`config.mk`:
```
export PLATFORM = sky130hd
export DESIGN_NAME = grad_accum
export DESIGN_NICKNAME = d
export VERILOG_FILES = /design/src/rtl/grad_accum_pkg.sv /design/src/rtl/grad_accum_sat_mult.sv /design/src/rtl/grad_accum.sv
export SDC_FILE = /design/constraint.sdc
export NUM_CORES = 2
export LEC_CHECK = 0
export ABC_AREA = 1
export CAP_MARGIN = 15
export CORE_MARGIN = 5
export CORE_UTILIZATION = 33
export CTS_BUF_LIST = sky130_fd_sc_hd__clkbuf_8 sky130_fd_sc_hd__clkbuf_16
export DETAILED_ROUTE_END_ITERATION = 10
export HOLD_SLACK_MARGIN = 0.05
export RECOVER_POWER = 25
export SKIP_LAST_GASP = 1
export SYNTH_ARGS = -nofsm -noshare
export SYNTH_HDL_FRONTEND = slang
export SYNTH_SLANG_ARGS = --single-unit
```
`constraint.sdc`:
```
create_clock -name clk -period 4.8 [get_ports clk]
set_clock_uncertainty 0.15 [all_clocks]
set_input_delay 1.2 -clock clk [delete_from_list [all_inputs] [get_ports clk]]
set_output_delay 1.2 -clock clk [all_outputs]
set_load 0.01 [all_outputs]
```
`src/rtl/grad_accum_pkg.sv`:
```
// Shared definitions for the gradient accumulator: gate indices, FSM encoding
// and default fixed-point format.
package grad_accum_pkg;

    localparam int DEF_WIDTH = 32;
    localparam int DEF_FRAC  = 24;
    localparam int NUM_GATES = 4;

    localparam logic [1:0] GATE_A = 2'd0;
    localparam logic [1:0] GATE_I = 2'd1;
    localparam logic [1:0] GATE_F = 2'd2;
    localparam logic [1:0] GATE_O = 2'd3;

    typedef enum logic [1:0] {
        ST_IDLE  = 2'd0,
        ST_ACC   = 2'd1,
        ST_FLUSH = 2'd2,
        ST_DRAIN = 2'd3
    } state_t;

endpackage

```
`src/rtl/grad_accum_sat_mult.sv`:
```
// Signed fixed-point multiply: full-width product, arithmetic shift by FRAC
// (floor rounding), then saturation back into WIDTH bits.
module sat_mult #(
    parameter int WIDTH = 32,
    parameter int FRAC  = 24
) (
    input  logic signed [WIDTH-1:0] a,
    input  logic signed [WIDTH-1:0] b,
    output logic signed [WIDTH-1:0] p
);

    localparam int PW = 2 * WIDTH;
    localparam logic [WIDTH-1:0] SAT_MAX = {1'b0, {(WIDTH-1){1'b1}}};
    localparam logic [WIDTH-1:0] SAT_MIN = {1'b1, {(WIDTH-1){1'b0}}};

    logic signed [PW-1:0] full;
    logic signed [PW-1:0] shifted;
    logic                 hi_ones;
    logic                 hi_zeros;

    assign full     = PW'(a) * PW'(b);
    assign shifted  = full >>> FRAC;

    // The result fits only if every bit above the WIDTH-bit sign is a copy of it
    assign hi_ones  = &shifted[PW-1:WIDTH-1];
    assign hi_zeros = ~|shifted[PW-1:WIDTH-1];

    always_comb begin
        p = shifted[WIDTH-1:0];
        if (!(hi_ones || hi_zeros)) begin
            p = shifted[PW-1] ? SAT_MIN : SAT_MAX;
        end
    end

endmodule

```
`src/rtl/grad_accum.sv`:
```
// Per-gate gradient accumulator: sums saturated dgate*x products into four
// accumulators and drains them gate by gate after the last sample of a sequence.
module grad_accum
    import grad_accum_pkg::*;
#(
    parameter int WIDTH = DEF_WIDTH,
    parameter int FRAC  = DEF_FRAC
) (
    input  logic             clk,
    input  logic             rst,
    input  logic             i_valid,
    output logic             i_ready,
    input  logic [1:0]       i_gate,
    input  logic [WIDTH-1:0] i_dgate,
    input  logic [WIDTH-1:0] i_x,
    input  logic             i_first,
    input  logic             i_last,
    output logic             o_valid,
    output logic [1:0]       o_gate,
    output logic [WIDTH-1:0] o_grad
);

    localparam logic [WIDTH-1:0] SAT_MAX = {1'b0, {(WIDTH-1){1'b1}}};
    localparam logic [WIDTH-1:0] SAT_MIN = {1'b1, {(WIDTH-1){1'b0}}};

    state_t           state;
    logic             flush_cnt;
    logic             xfer;
    logic             drain_done;
    logic [WIDTH-1:0] prod;

    logic             p_valid;
    logic [1:0]       p_gate;
    logic             p_first;
    logic [WIDTH-1:0] p_prod;
    logic [WIDTH-1:0] acc [NUM_GATES];

    function automatic logic [WIDTH-1:0] sat_add(input logic [WIDTH-1:0] a,
                                                 input logic [WIDTH-1:0] b);
        logic [WIDTH:0] s;
        s = {a[WIDTH-1], a} + {b[WIDTH-1], b};
        if (s[WIDTH] != s[WIDTH-1]) begin
            return s[WIDTH] ? SAT_MIN : SAT_MAX;
        end
        return s[WIDTH-1:0];
    endfunction

    assign xfer       = i_valid && i_ready;
    assign drain_done = (state == ST_DRAIN) && (o_gate == GATE_O);
    assign o_grad     = o_valid ? acc[o_gate] : '0;

    sat_mult #(
        .WIDTH(WIDTH),
        .FRAC (FRAC)
    ) u_mult (
        .a(i_dgate),
        .b(i_x),
        .p(prod)
    );

    // Product stage then accumulate stage; each sample reads the accumulator
    // value written by its predecessor, so same-gate back-to-back needs no stall.
    always_ff @(posedge clk or negedge rst) begin
        if (!rst) begin
            p_valid <= 1'b0;
            p_gate  <= GATE_A;
            p_first <= 1'b0;
            p_prod  <= '0;
            for (int g = 0; g < NUM_GATES; g++) begin
                acc[g] <= '0;
            end
        end else begin
            p_valid <= xfer;
            if (xfer) begin
                p_gate  <= i_gate;
                p_first <= i_first;
                p_prod  <= prod;
            end
            if (drain_done) begin
                for (int g = 0; g < NUM_GATES; g++) begin
                    acc[g] <= '0;
                end
            end else if (p_valid) begin
                acc[p_gate] <= p_first ? p_prod : sat_add(acc[p_gate], p_prod);
            end
        end
    end

    // Handshake and drain sequencing; ready is held low from the last transfer
    // through FLUSH and DRAIN so the outputs always reflect a settled sum.
    always_ff @(posedge clk or negedge rst) begin
        if (!rst) begin
            state     <= ST_IDLE;
            flush_cnt <= 1'b0;
            i_ready   <= 1'b0;
            o_valid   <= 1'b0;
            o_gate    <= GATE_A;
        end else begin
            case (state)
                ST_IDLE, ST_ACC: begin
                    i_ready <= 1'b1;
                    if (xfer) begin
                        if (i_last) begin
                            state     <= ST_FLUSH;
                            i_ready   <= 1'b0;
                            flush_cnt <= 1'b0;
                        end else begin
                            state <= ST_ACC;
                        end
                    end
                end
                ST_FLUSH: begin
                    flush_cnt <= 1'b1;
                    if (flush_cnt) begin
                        state   <= ST_DRAIN;
                        o_valid <= 1'b1;
                        o_gate  <= GATE_A;
                    end
                end
                ST_DRAIN: begin
                    if (o_gate == GATE_O) begin
                        state   <= ST_IDLE;
                        o_valid <= 1'b0;
                        o_gate  <= GATE_A;
                        i_ready <= 1'b1;
                    end else begin
                        o_gate <= o_gate + 2'd1;
                    end
                end
                default: begin
                    state <= ST_IDLE;
                end
            endcase
        end
    end

endmodule

```
# --- Word-level counts from Yosys, hierarchy flattened ---
# Index checks and enable logic that the tools add are counted.
op_classes:
  muxes: 41
  bitwise: 2
  n_mul: 1
  eq_ne: 9
  reduce_logical: 18
  add_sub_neg: 2
  n_lt_le_gt_ge: 3
op_table:
  columns: ["cell", "count"]
  rows:
  - ["two-way mux 32 bit", 14]
  - ["two-way mux 128 bit", 2]
  - ["binary-select mux 32 bit (select 2 bit)", 2]
  - ["bitwise mux 128 bit", 1]
  - ["demux 32 bit (select 2 bit)", 1]
  - ["multiplier 32 x 32 -> 64 bit", 1]
  - ["adder 32 x 32 -> 33 bit", 1]
  - ["two-way mux 2 bit", 6]
  - ["two-way mux 1 bit", 10]
  - ["AND reduction 3 bit", 3]
  - ["AND reduction 9 bit", 1]
  - ["OR reduction 9 bit", 1]
  - ["nonzero test 2 bit", 4]
  - ["equality test 2 bit (second input constant)", 3]
  - [">= comparator 3 bit (second input constant)", 2]
  - ["inequality test 2 bit (second input constant)", 3]
  - ["NOT 2 -> 3 bit", 2]
  - ["case mux 1 bit (2 select lines)", 3]
  - ["case mux 2 bit (3 select lines)", 1]
  - ["case mux 2 bit (2 select lines)", 1]
  - ["AND reduction 2 bit", 2]
  - ["logical AND 1 bit", 3]
  - ["less-than comparator 3 x 1 -> 1 bit (second input constant)", 1]
  - ["adder 2 x 1 -> 2 bit (second input constant)", 1]
  - ["7 further kinds", 7]
totals:
  wordCells: 89
  reg_bits: 171
  out_inout_bits: 36
  inputBits: 71

# --- Longest topological paths before layout ---
depth:
  ltp_word: 16
  ltp_mapped: 38

# --- Modules after synthesis ---
# Synthesis repeated with hierarchy kept, for this count alone.
unflattened:
  cells_unflattened: 6469
  area_unflattened_um2: 48885.6
by_module_without_submodules:
  columns: ["module", "n_inst", "cells_each", "seq_area_each_um2", "area_each_um2"]
  rows:
  - ["sat_mult", 1, 4817, 0.0, 37888.8]
  - ["grad_accum", 1, 1652, 4279.1, 10996.8]

# --- Worst setup path after synthesis ---
# No wires, ideal clock.
synth_path:
  path_kind: "input port to flip-flop"
  start: "input i_dgate[31]"
  end: "register p_prod[10]"
  stages: 31
  setup_time_ns: 0.120
  arrival_ns: 8.573
  setup_slack_ns: -4.043
  path_cell_list: "clkbuf_1 > nand2_1 > inv_1 > fa_1 > fa_1 > fa_1 > inv_1 > fa_1 > inv_1 > fa_1 > fa_1 > inv_1 > fa_1 > inv_1 > fa_1 > ha_1 > nand2_1 > nor2_2 > nand2_1 > nor2_1 > and3_1 > nand2_1 > nand2_1 > nand2_1 > nand2_1 > nand3_1 > nor2_2 > nand2_1 > a21oi_4 > buf_6 > a21oi_2"
synth_via:
  elab_chain_len: 5
synth_lines:
  columns: ["element", "line_no", "rtl"]
  rows:
  - ["from (decl)", "grad_accum.sv:14", "input logic [WIDTH-1:0] i_dgate,"]
  - ["multiplier 32 x 32 -> 64 bit *", "grad_accum_sat_mult.sv:21", "assign full = PW'(a) * PW'(b);"]
  - ["OR reduction 9 bit", "grad_accum_sat_mult.sv:26", "assign hi_zeros = ~|shifted[PW-1:WIDTH-1];"]
  - ["logical NOT 1 bit", "grad_accum_sat_mult.sv:26", null]
  - ["logical OR 1 bit", "grad_accum_sat_mult.sv:30", "if (!(hi_ones || hi_zeros)) begin"]
  - ["two-way mux 32 bit *", "grad_accum_sat_mult.sv:30", null]
  - ["to (signal assigned)", "grad_accum.sv:77", "p_prod <= prod;"]
  - ["to (decl)", "grad_accum.sv:35", "logic [WIDTH-1:0] p_prod;"]
# Mark *: on every way between the ends. The rest lies on a longest branch, timed or not.
# A chain may end at the register's enable or synchronous reset.

# --- Final worst setup path ---
layout_path:
  start: "input i_x[2]"
  end: "register p_prod[23]"
layout_via:
  elab_chain_len: 5
layout_lines:
  columns: ["element", "line_no", "rtl"]
  rows:
  - ["from (decl)", "grad_accum.sv:15", "input logic [WIDTH-1:0] i_x,"]
  - ["multiplier 32 x 32 -> 64 bit *", "grad_accum_sat_mult.sv:21", null]
  - ["OR reduction 9 bit", "grad_accum_sat_mult.sv:26", null]
  - ["logical NOT 1 bit", "grad_accum_sat_mult.sv:26", null]
  - ["logical OR 1 bit", "grad_accum_sat_mult.sv:30", null]
  - ["two-way mux 32 bit *", "grad_accum_sat_mult.sv:30", null]
# Marked as above.

==> metrics.md <==
| Metric | Value |
|---|---|
| Clock root buffer | `sky130_fd_sc_hd__clkbuf_16` |
| Routed via count | `41660` |
| Final Core Density | `0.4158` |
| Number of buffers on the longest clock path | `2` |
| Time the worst path needs with I/O delays and setup | `8.289 ns` |
| Async set-reset flop share out of synthesis | `1.000` |
| Worst path most repeated cell | `sky130_fd_sc_hd__fa_1` |
| Yosys reg bits | `171` |
| Startpoint-to-endpoint class of the critical path | `input pin to flip-flop` |
| Synth area leader | `sky130_fd_sc_hd__fa_1` |
| GRT Util Overall | `0.2087` |
| Max cap viols | `3` |
| Final routed wire length divided by cell count | `about 18 µm` |
| Die Y | `392.8 µm` |
| Post-Synthesis Mean Instance Area | `7.740 µm²` |
| Syn_nets | `7615` |
| Maximum level of the CTS H-tree | `4` |
| Worst hold path type | `flip-flop to flip-flop` |
| Post-synth EDFFs | `0` |
| Maximum achievable frequency | `0.1206 GHz` |
| Top post-synthesis cells by area | `sky130_fd_sc_hd__fa_1 (45%), sky130_fd_sc_hd__nand2_1 (15%), sky130_fd_sc_hd__inv_1 (13%)` |
| Die ar. | `154300 µm²` |
| Setup violation total in the final timing report | `65` |
| Number of standard cells after synthesis | `6249` |
| Width of the die | `between 300 and 400 µm` |
| Global-route layer with the greatest usage | `met2` |
| Result of the run | `finished, violations left` |
| Number of DRC violations after detailed routing | `0` |
| Critical path's slowest cell | `sky130_fd_sc_hd__fa_2` |
| Slew headroom | `-0.7898` |
| Clock network latency to the later pin of the worst-skew pair | `0.44 ns` |
| Most common cell after layout, fill and taps aside | `sky130_fd_sc_hd__nand2_1` |
| Final estimated routing congestion in global placement | `0.8917` |
| Hold Vio Cnt, Final | `0` |
| Post-route ant nets | `0` |
| Sequential-to-total area share from yosys stat | `0.08847` |
| Data required time of the worst path | `5.02 ns` |
| Area added between synthesis and finish | `25.27%` |
| First-pass DRT Iterations | `6` |
| Top_reg_cell synth | `sky130_fd_sc_hd__dfrtp_1` |
| Area after DPL | `55890 µm²` |
| Final count of pins violating max slew | `155` |
| Met2 track utilization from global routing | `0.3461` |
| Most frequent cells in the layout | `sky130_fd_sc_hd__nand2_1 (1785), sky130_fd_sc_hd__inv_1 (1591), sky130_fd_sc_hd__fa_1 (1002), sky130_fd_sc_hd__buf_4 (468), sky130_fd_sc_hd__nor2_1 (232)` |
| Largest stage delay, worst path | `0.58 ns` |
| Hold Slack | `~0.33 ns` |
| Number of global-route vias before repair | `44140` |
| Total gr overflow | `0` |
| Sort of element at the end of the critical path | `flip-flop` |
| Pin count of the biggest net entering global routing | `80` |
| Setup slack of the critical path after layout | `-3.489 ns` |
| Count of standard-cell rows | `140` |
| Fin nets | `8128` |
| Core Region | `around 150000 µm²` |
| Crit path max fanout | `5` |
| Setup repair after global routing missed its margin | `yes` |
| Wire length of the first global-routing pass | `252300 µm` |
| Clock-pin slew of the registers on the worst-case setup and hold paths | `roughly 0.070 ns` |
| Initial antenna violation count | `3` |
| Count of port buffers added during placement | `106` |
| Kind of start point of the critical path | `input pin` |
| Detailed-route vias per instance | `4.792` |
| Number of buffers inserted during clock tree synthesis | `17` |
| Transition time of the tightest slew-check pin | `between 2 and 3 ns` |
| HPWL after detailed placement | `119600 µm` |
| Post-synthesis cell type count | `47` |
| Fraction of synthesized cell area taken by the top area cell type | `0.4478` |
| Initial DRC Count | `between 3000 and 4000` |
| CTS tree | `done` |
| Top-Level Pins | `107` |
| Share of final-layout standard cells stronger than drive strength 1 | `0.1811` |
| Global-route track usage on met1 | `0.2891` |
| Total Wirelength | `roughly 160000 µm` |
| Violated checks | `capacitance limit, slew limit, setup timing` |
| Clock Sinks | `171` |
| Starting utilization of the core area | `0.3319` |
| Synthesis warning total | `0` |
| Synth Cell Area | `48370 µm²` |
| Met3 Usage GRT | `0.02746` |
| Hold_buf cts | `0` |
| Fin crit share | `1.727` |
| Arrival time worst endpoint | `8.51 ns` |
| Area of all placed cells without fillers | `roughly 61000 µm²` |
logic make-up (layout without fill, tap and decap cells):
kind of cell,after synthesis,in the layout,synth area share
adders and majority gates,1295,1295,0.5029
and+or+nand+nor,2403,2403,0.1953
buffers and inverters,1915,2441,0.1504
other,0,2,0
xor gates and xnor gates,74,74,0.01340
DFF,171,171,0.08847
AOI/OAI and AO/OA,391,391,0.04949
path summary, 6_finish.rpt:
check / from / endpoint / slack, ns / cells after the start
worst max register to register: o_gate[1] / acc[7] / 0.27 / 11
worst min register to register: acc[29] / acc[29] / 0.33 / 2
worst max-delay path: i_x[2] / p_prod[23] / -3.49 / 36
worst min-delay path: acc[29] / acc[29] / 0.33 / 2
min in group asynchronous: rst / acc[103] / 1.19 / 1
max in group asynchronous: rst / acc[23] / 1.03 / 2
flip-flops by register name (all words and copies together) (netlist names):
name	count
acc	128
p_prod	32
o_gate	2
p_gate	2
state	2
flush_cnt	1
i_ready	1
o_valid	1
p_first	1
p_valid	1
per-stage QoR:
step | setup TNS, ns | std cells | worst slack, ns
3_3_place_gp | -138.71 | 8489 | -4.372
2_1_floorplan | -116.55 | 6249 | -3.665
6_report | -120.12 | 8694 | -3.489
4_1_cts | -111.23 | 8662 | -3.536
3_5_place_dp | -141.96 | 8489 | -4.471
5_1_grt | -136.99 | 8694 | -3.766
worst max-delay path: cells and delay by family:
kind                     cells  cell delay [ns]
adder cells (fa/ha/maj)      9             4.48
buffers and inverters       13             1.41
AND/OR/NAND/NOR             10             0.86
AO/OA/AOI/OAI                4             0.52
repair_timing:
| action | CTS | global route |
|---|---|---|
| endpoints found under the setup margin | 32 | 32 |
| endpoints found under the hold margin | 0 | 0 |
| pin swaps | 144 | 165 |
| setup buffers | 100 | 31 |
| gates resized for setup | 447 | 199 |
| gates cloned | 41 | 3 |
per-layer routing:
metal / wire, µm / vias to the layer above
met5: 0 / -
met4: 4783 / 0
met3: 12150 / 248
met2: 75110 / 1583
met1: 67350 / 20970
li1: - / 18860
synthesized netlist by cell type, drive strengths merged (16+ instances only):
library cell / number
a21oi: 171
a22oi: 49
buf: 16
clkbuf: 252
dfrtp: 171
fa: 1082
ha: 213
inv: 1646
nand2: 1928
nand3: 131
nor2: 302
o211ai: 27
o21ai: 97
o21bai: 18
xnor2: 41
xor2: 33
area by class of cell:
cell class	count	area [µm²]
tap	1917	2399
clock buffer	17	425.4
clock inverter	15	188.9
timing repair buffer	762	8384
inverter	1647	6195
fill	14480	85150
sequential	171	4280
multi-input combinational	4163	38720
antenna	2	5.005
Power is not shown: default switching activity piles up to over one toggle a cycle in this logic, so the estimate is an artifact.
